### src/rtl/mux_rr_nch.sv
// N-channel packet multiplexer with round-robin arbitration, packet locking and a
// registered valid/ready output stage.
module mux_rr_nch #(
    parameter int W    = 8,
    parameter int N    = 4,
    parameter int SELW = 2
) (
    input  logic            clk,
    input  logic            rst_n,
    input  logic [N*W-1:0]  in_data,
    input  logic [N-1:0]    in_valid,
    input  logic [N-1:0]    in_last,
    output logic [N-1:0]    in_ready,
    output logic [W-1:0]    out_data,
    output logic            out_last,
    output logic            out_valid,
    input  logic            out_ready,
    output logic [SELW-1:0] sel,
    output logic            busy
);

    localparam int unsigned NU = N;

    typedef enum logic {IDLE, LOCKED} state_t;

    state_t          state;
    logic [SELW-1:0] ptr;
    logic [SELW-1:0] lock;
    logic [SELW-1:0] gnt;
    logic [SELW-1:0] gnt_nxt;
    logic            gnt_vld;
    logic            cap;
    logic            take;

    // Rotating search starting at ptr; indices wrap at N, not at 2**SELW.
    always_comb begin : arb
        logic            found;
        logic [SELW-1:0] cand;
        int unsigned     idx;
        found   = 1'b0;
        cand    = '0;
        idx     = 0;
        gnt     = ptr;
        gnt_vld = 1'b0;
        if (state == LOCKED) begin
            gnt     = lock;
            gnt_vld = in_valid[lock];
        end else begin
            for (int unsigned k = 0; k < NU; k++) begin
                idx = int'(ptr) + k;
                if (idx >= NU) begin
                    idx = idx - NU;
                end
                cand = SELW'(idx);
                if (!found && in_valid[cand]) begin
                    found = 1'b1;
                    gnt   = cand;
                end
            end
            gnt_vld = found;
        end
    end

    assign cap     = ~out_valid | out_ready;
    // Nothing is accepted while reset is asserted, so no beat is lost to it.
    assign take    = gnt_vld & cap & rst_n;
    assign gnt_nxt = (gnt == SELW'(N - 1)) ? '0 : gnt + 1'b1;
    assign sel     = gnt;
    assign busy    = (state == LOCKED);

    always_comb begin
        in_ready = '0;
        if (take) begin
            in_ready[gnt] = 1'b1;
        end
    end

    always_ff @(posedge clk) begin
        if (!rst_n) begin
            state     <= IDLE;
            ptr       <= '0;
            lock      <= '0;
            out_valid <= 1'b0;
            out_data  <= '0;
            out_last  <= 1'b0;
        end else if (cap) begin
            out_valid <= take;
            if (take) begin
                out_data <= in_data[int'(gnt) * W +: W];
                out_last <= in_last[gnt];
                if (in_last[gnt]) begin
                    state <= IDLE;
                    ptr   <= gnt_nxt;
                end else begin
                    state <= LOCKED;
                    lock  <= gnt;
                end
            end
        end
    end

endmodule

### config.mk
export PLATFORM = sky130hd
export DESIGN_NAME = mux_rr_nch
export DESIGN_NICKNAME = d
export VERILOG_FILES = /design/src/rtl/mux_rr_nch.sv
export SDC_FILE = /design/constraint.sdc
export NUM_CORES = 1
export LEC_CHECK = 0
export ABC_AREA = 0
export BUFFER_PORTS_ARGS = -buffer_cell sky130_fd_sc_hd__buf_2
export CORE_ASPECT_RATIO = 0.75
export CORE_MARGIN = 2
export CORE_UTILIZATION = 35
export DETAILED_ROUTE_END_ITERATION = 12
export GPL_TIMING_DRIVEN = 0
export PLACE_DENSITY = 0.63
export SLEW_MARGIN = 20
export SYNTH_ARGS = -nofsm -noshare
export SYNTH_HDL_FRONTEND = slang
export SYNTH_SLANG_ARGS = --single-unit
### constraint.sdc
create_clock -name clk -period 2.9 [get_ports clk]
set_input_delay 0.435 -clock clk [delete_from_list [all_inputs] [get_ports clk]]
set_output_delay 0.435 -clock clk [all_outputs]
set_load 0.03 [all_outputs]
==> results of run 1 <==
[layout by cell type (no fill, tap or decap), drive strengths merged, types with 2 or more instances in the layout]
master	Yosys	layout
or3	2	2
nand2	7	7
nor2b	5	5
mux2	8	8
o21ai	14	14
mux2i	19	19
a21oi	5	5
and2	6	6
mux4	2	2
nor2	4	4
buf	5	64
or2	3	3
nand3	9	9
clkbuf	2	5
ha	4	4
nor3	4	4
dfxtp	15	15
a211oi	3	3
nand2b	2	2
a2111oi	2	2
inv	8	8
[through the flow]
step	hold slack [ns]	total power [mW]
after floorplan	0.451	0.653
after global placement	0.443	0.797
after detailed placement	0.448	0.797
after CTS	0.388	0.968
after global routing	0.407	1.03
final	0.388	0.967
[sequential cells by signal, summed over array words and instances (netlist names)]
| name | flops |
|---|---|
| ptr | 2 |
| out_data | 8 |
| out_last | 1 |
| lock | 2 |
| out_valid | 1 |
| busy | 1 |
[area by class of cell]
class                   count  area [um^2]  area share (%)
plain buffers               7         47.5            2.95
clock buffers               3         41.3            2.56
clock inverters             1         7.51           0.465
inverters                   8         30.0            1.86
multi-input cells         109          840            52.1
flip-flops and latches     15          302            18.7
well taps                  40         50.0            3.10
repair buffers             59          295            18.3
[layer usage]
layer  global-route usage (%)  vias up  part of all wire, %
met2                     22.8       23                   44
met1                     24.1      543                   53
li1                         -      629                    -
met3                     1.99        2                  2.7
met5                        0        -                    0
met4                     2.83        0                 0.59
[where the power goes]
part / internal [mW] / total (mW) / switching, mW
sequential: 0.248 / 0.274 / 0.0262
combinational: 0.217 / 0.521 / 0.304
clock: 0.0964 / 0.172 / 0.0760
[what timing repair did]
item	in CTS	in global routing
endpoints found under the setup margin	0	2
hold endpoints to repair	0	0
resized for setup	0	2
[logic make-up (layout without fill, tap and decap cells)]
group	after synthesis	after routing	share of synthesized area, %
adders and majority gates	4	4	4.14
AOI/OAI and AO/OA	31	31	17.3
and+or+nand+nor	45	45	20.5
muxes	29	29	26.9
buffers and inverters	15	78	6.41
DFF	15	15	24.8
[worst paths after layout]
kind,end,slack [ns],cells past startpoint,start
hold / removal,out_valid$_SDFFE_PN0N_,0.39,2,out_ready
setup reg to reg,ptr[1]$_SDFFE_PN0P_,0.73,7,ptr[1]$_SDFFE_PN0P_
setup / recovery,in_ready[3],0.12,10,ptr[1]$_SDFFE_PN0P_
hold reg to reg,out_last$_SDFFE_PN0P_,0.45,2,out_last$_SDFFE_PN0P_
[critical path: stages (launching register included)]
cell,delay [ns]
sky130_fd_sc_hd__dfxtp_1,0.33
sky130_fd_sc_hd__buf_6,0.14
sky130_fd_sc_hd__or2_0,0.22
sky130_fd_sc_hd__a21o_1,0.20
sky130_fd_sc_hd__a21oi_2,0.17
sky130_fd_sc_hd__buf_4,0.23
sky130_fd_sc_hd__buf_6,0.19
sky130_fd_sc_hd__inv_1,0.12
sky130_fd_sc_hd__ha_1,0.19
sky130_fd_sc_hd__and2_1,0.13
sky130_fd_sc_hd__buf_2,0.17
==> results.json, run 1 <==
{
  "status": "complete, no violations",
  "drtPass1Iterations": 4,
  "timing.slew.headroom_pct": 52.3,
  "netlist_top_cells_area": "sky130_fd_sc_hd__dfxtp_1, sky130_fd_sc_hd__mux2i_1, sky130_fd_sc_hd__mux2_2",
  "ys_seq_elements": 15,
  "synth-main-ff-cell": "sky130_fd_sc_hd__dfxtp_1",
  "post-synth-top-count-cell": "sky130_fd_sc_hd__mux2i_1",
  "post_detail_place_hpwl_mm": 2.65,
  "tritoncts.num_buffers": 3,
  "report.final.setup_viol": 0,
  "syn-mean-instance-area_um2": 8.70,
  "final_cell_count_no_fill": 242,
  "timing.setup.tns_ns": 0,
  "path_clk_slew_ns": 0.06,
  "io_pins": 60,
  "final_core_util_pct": 49.0,
  "number_of_global_route_vias_before_repair": 1009,
  "clock_latency_on_the_worst_skew_pair_ns": 0.25,
  "pwr_density_cell_nw_per_um2": 600,
  "drive_gt1_share_pct": 41.1,
  "synth_warnings": 0,
  "placement.cell_area_um2": 1560,
  "max_cap_violations": 0,
  "final_design_area_no_fill_um2": 1610,
  "groute.usage.overall_pct": 15.5,
  "finalHoldViolations": 0,
  "rsz0062_at_grt": "false",
  "cts.sinks": 15,
  "final.period_utilization_pct": 95.9,
  "netlist_top_cells_count": "sky130_fd_sc_hd__mux2i_1, sky130_fd_sc_hd__dfxtp_1, sky130_fd_sc_hd__o21ai_1, sky130_fd_sc_hd__nand3_1",
  "postRouteAntennaNets": 0,
  "detailedPlace.worstSlack_ns": 0.0887,
  "ctsHoldBuffers": 0,
  "worst_ir_drop_vdd_mv": 0.343,
  "via_count": 1197,
  "viasPerCell": 4.95,
  "depth_of_the_cts_h_tree": 1,
  "tritoncts": "done",
  "io_buffers": 59,
  "maxClockFrequency_mhz": 359,
  "synth_sequential_area_ratio_pct": 24.8,
  "clockBufferDepth": 2,
  "power.leakage_nw": 0.818,
  "die_outline_width_um": 71.9,
  "synthToLayoutAreaGrowth_pct": 33.3,
  "crit_fanout": 11,
  "syn-instance-count": 139,
  "detailedRoute.firstIterationViolations": 37,
  "die_h_um": 54.9,
  "wl_per_cell_um": 13.2,
  "nFillCells": 343,
  "clockRootBuffer": "sky130_fd_sc_hd__clkbuf_8",
  "grt_overflow": 0,
  "cp-end-kind": "primary output",
  "drt_wl_total_mm": 3.19,
  "finalClockSkew_ns": 0.00398,
  "cp_data_arrival_time_ns": 2.35,
  "fp.dieArea_um2": 3950,
  "synth_async_sr_flop_share_pct": 0,
  "yosys.area.top_type": "sky130_fd_sc_hd__dfxtp_1",
  "grt_pass1_wl_mm": 4.76,
  "final_max_slew_viol_count": 0,
  "antenna_fix_cells": 0,
  "floorplan.core_area_um2": 3290,
  "synth.lib_cells_used.distinct": 38,
  "critical_path_class": "reg -> out",
  "syn-num-nets": 186,
  "fin_nets": 250,
  "setup.worst_path.start_class": "flop",
  "synth_top_area_share_pct": 24.8,
  "cp.required_ns": 2.47,
  "post_cts.repair.setup_buffers": 0,
  "synth_area_um2": 1210,
  "worst_slack_ns": 0.118,
  "place.gp.congestion": 0.755,
  "drc_errors": 0,
  "worst-slew-pin-transition_ns": 0.697,
  "num_rows": 18,
  "antenna_found_initial": 0,
  "shortest_clock_period_the_worst_path_allows_after_layout_ns": 2.78,
  "initial_util_pct": 36.8,
  "synth_enable_flop_cells": 0,
  "hp-class": "in -> reg",
  "grt_max_degree": 12,
  "dp.cells": 238
}
Note: power is estimated with default switching activity, not from simulation.
==> run 2, diff against run 1 <==
--- a/config.mk
+++ b/config.mk
@@ -10,9 +10,11 @@
 export CORE_ASPECT_RATIO = 0.75
 export CORE_MARGIN = 2
 export CORE_UTILIZATION = 35
+export CTS_BUF_LIST = sky130_fd_sc_hd__clkbuf_16
 export DETAILED_ROUTE_END_ITERATION = 12
 export GPL_TIMING_DRIVEN = 0
 export PLACE_DENSITY = 0.63
+export RECOVER_POWER = 50
 export SLEW_MARGIN = 20
 export SYNTH_ARGS = -nofsm -noshare
 export SYNTH_HDL_FRONTEND = slang
==> run 2 against run 1 <==
Compared with the run above: critical endpoint unchanged; highest routed layer unchanged; sequential share of layout area shrank 0.28 points; fmax shrank 0.13%; critical path depth is 1 lower; global-route usage is 0.16 points higher; total power up 8.9%; combinational power shrank 2%; register-to-register slack barely moved; sequential cell count unchanged.
==> results.json, run 2 (same netlist as run 1, synthesis figures left out) <==
{
  "clock_latency_on_the_worst_skew_pair_ns": 0.24,
  "path_clk_slew_ns": 0.05,
  "clockBufferDepth": 2,
  "cp.required_ns": 2.47,
  "grt_overflow": 0,
  "maxClockFrequency_mhz": 359,
  "post_detail_place_hpwl_mm": 2.65,
  "whs_ns": 0.395,
  "worst-slew-pin-transition_ns": 0.703,
  "reg_with_most_ffs": "out_data",
  "antenna_fix_cells": 0,
  "max_cap_violations": 0,
  "grt_max_degree": 12,
  "drc_errors": 0,
  "crit_chain": "nor2b_1, o311a_4, a21oi_2, buf_4, buf_6, inv_1, ha_1, and2_1, buf_2",
  "report.final.setup_viol": 0,
  "final_design_area_no_fill_um2": 1630,
  "postRouteAntennaNets": 0,
  "dp.cells": 238,
  "via_count": 1207,
  "detailedRoute.firstIterationViolations": 38,
  "finalClockSkew_ns": 0.00381,
  "antenna_found_initial": 0,
  "pwr_density_cell_nw_per_um2": 646,
  "power.leakage_nw": 0.791,
  "shortest_clock_period_the_worst_path_allows_after_layout_ns": 2.79,
  "final_max_slew_viol_count": 0,
  "timing.setup.tns_ns": 0,
  "timing.slew.headroom_pct": 51.9,
  "cp_num_buf_inv": 4,
  "tritoncts": "done",
  "power_mw": 1.05,
  "cp-end-kind": "primary output",
  "largest_reg_flops": 8,
  "cp_data_arrival_time_ns": 2.35,
  "setup.worst_path.start_class": "flop",
  "wl_per_cell_um": 13.3,
  "die_outline_width_um": 71.9,
  "place.gp.congestion": 0.755,
  "critical_path_class": "reg -> out",
  "fin_nets": 250,
  "reg_top3": "out_data x8, lock x2, ptr x2",
  "crit_fanout": 11,
  "final_cell_count_no_fill": 242,
  "final.period_utilization_pct": 96.1,
  "drive_gt1_share_pct": 34.7,
  "groute.usage.overall_pct": 15.7,
  "ctsHoldBuffers": 0,
  "number_of_global_route_vias_before_repair": 1009,
  "synthToLayoutAreaGrowth_pct": 34.7,
  "io_buffers": 59,
  "tritoncts.num_buffers": 3,
  "status": "complete, no violations",
  "worst_ir_drop_vdd_mv": 0.459,
  "rsz0062_at_grt": "false",
  "finalHoldViolations": 0,
  "fp.dieArea_um2": 3950,
  "slowest_delay_ns": 0.47,
  "drt_wl_total_mm": 3.22,
  "drtPass1Iterations": 4,
  "io_pins": 60,
  "viasPerCell": 4.99,
  "initial_util_pct": 36.8,
  "most-common-layout-cells": "sky130_fd_sc_hd__buf_2, sky130_fd_sc_hd__mux2i_1, sky130_fd_sc_hd__dfxtp_1, sky130_fd_sc_hd__clkbuf_1, sky130_fd_sc_hd__nand3_1",
  "slowest_library_cell_on_the_worst_path": "sky130_fd_sc_hd__dfxtp_1",
  "commonest_non_fill_non_tap_cell_in_the_layout": "sky130_fd_sc_hd__buf_2",
  "placement.cell_area_um2": 1560,
  "die_h_um": 54.9,
  "hp-class": "in -> reg",
  "num_rows": 18,
  "cts.sinks": 15,
  "floorplan.core_area_um2": 3290,
  "clockRootBuffer": "sky130_fd_sc_hd__clkbuf_16",
  "depth_of_the_cts_h_tree": 1,
  "crit_family": "buffers and inverters",
  "grt_pass1_wl_mm": 4.78
}
[run 2: metrics by stage]
| step | worst slack (ns) | utilization (%) |
|---|---|---|
| 2_1_floorplan | 0.392 | - |
| 3_3_place_gp | 0.0561 | 47.3 |
| 3_5_place_dp | 0.0887 | 47.3 |
| 4_1_cts | 0.0109 | 49.8 |
| 5_1_grt | 0.00976 | 49.6 |
| 6_report | 0.114 | 49.6 |
[run 2: report_power, final]
part | switching (mW) | total, mW | internal, mW
registers | 0.0275 | 0.275 | 0.248
logic | 0.304 | 0.509 | 0.206
clock network | 0.0830 | 0.268 | 0.185
[run 2: final timing paths]
kind	cells after the start	endpoint	slack, ns	start
max	9	in_ready[3]	0.11	ptr[0]$_SDFFE_PN0P_
min	2	out_valid$_SDFFE_PN0N_	0.39	out_ready
min reg2reg	2	out_last$_SDFFE_PN0P_	0.45	out_last$_SDFFE_PN0P_
max reg2reg	7	ptr[1]$_SDFFE_PN0P_	0.73	ptr[1]$_SDFFE_PN0P_
[run 2: final cells by class]
class / count / area [um^2]
fill: 342 / 1660
multi-input combinational: 109 / 840
sequential: 15 / 300
timing repair buffer: 59 / 282
clock buffer: 3 / 75.1
tap: 40 / 50.0
buffer: 7 / 46.3
inverter: 8 / 30.0
clock inverter: 1 / 7.51
[run 2: metal layers]
layer	wire [um]	global-route usage, %	up-vias	part of all wire [%]
met4	20	2.83	0	0.62
met3	95	2.54	2	2.9
met2	1400	22.8	21	44
li1	-	-	631	-
met1	1700	24.2	553	53
met5	0	0	-	0
[run 2: repair_timing]
action / CTS / global route
buffers inserted: 0 / 0
setup endpoints to repair: 0 / 2
resized for setup: 0 / 1
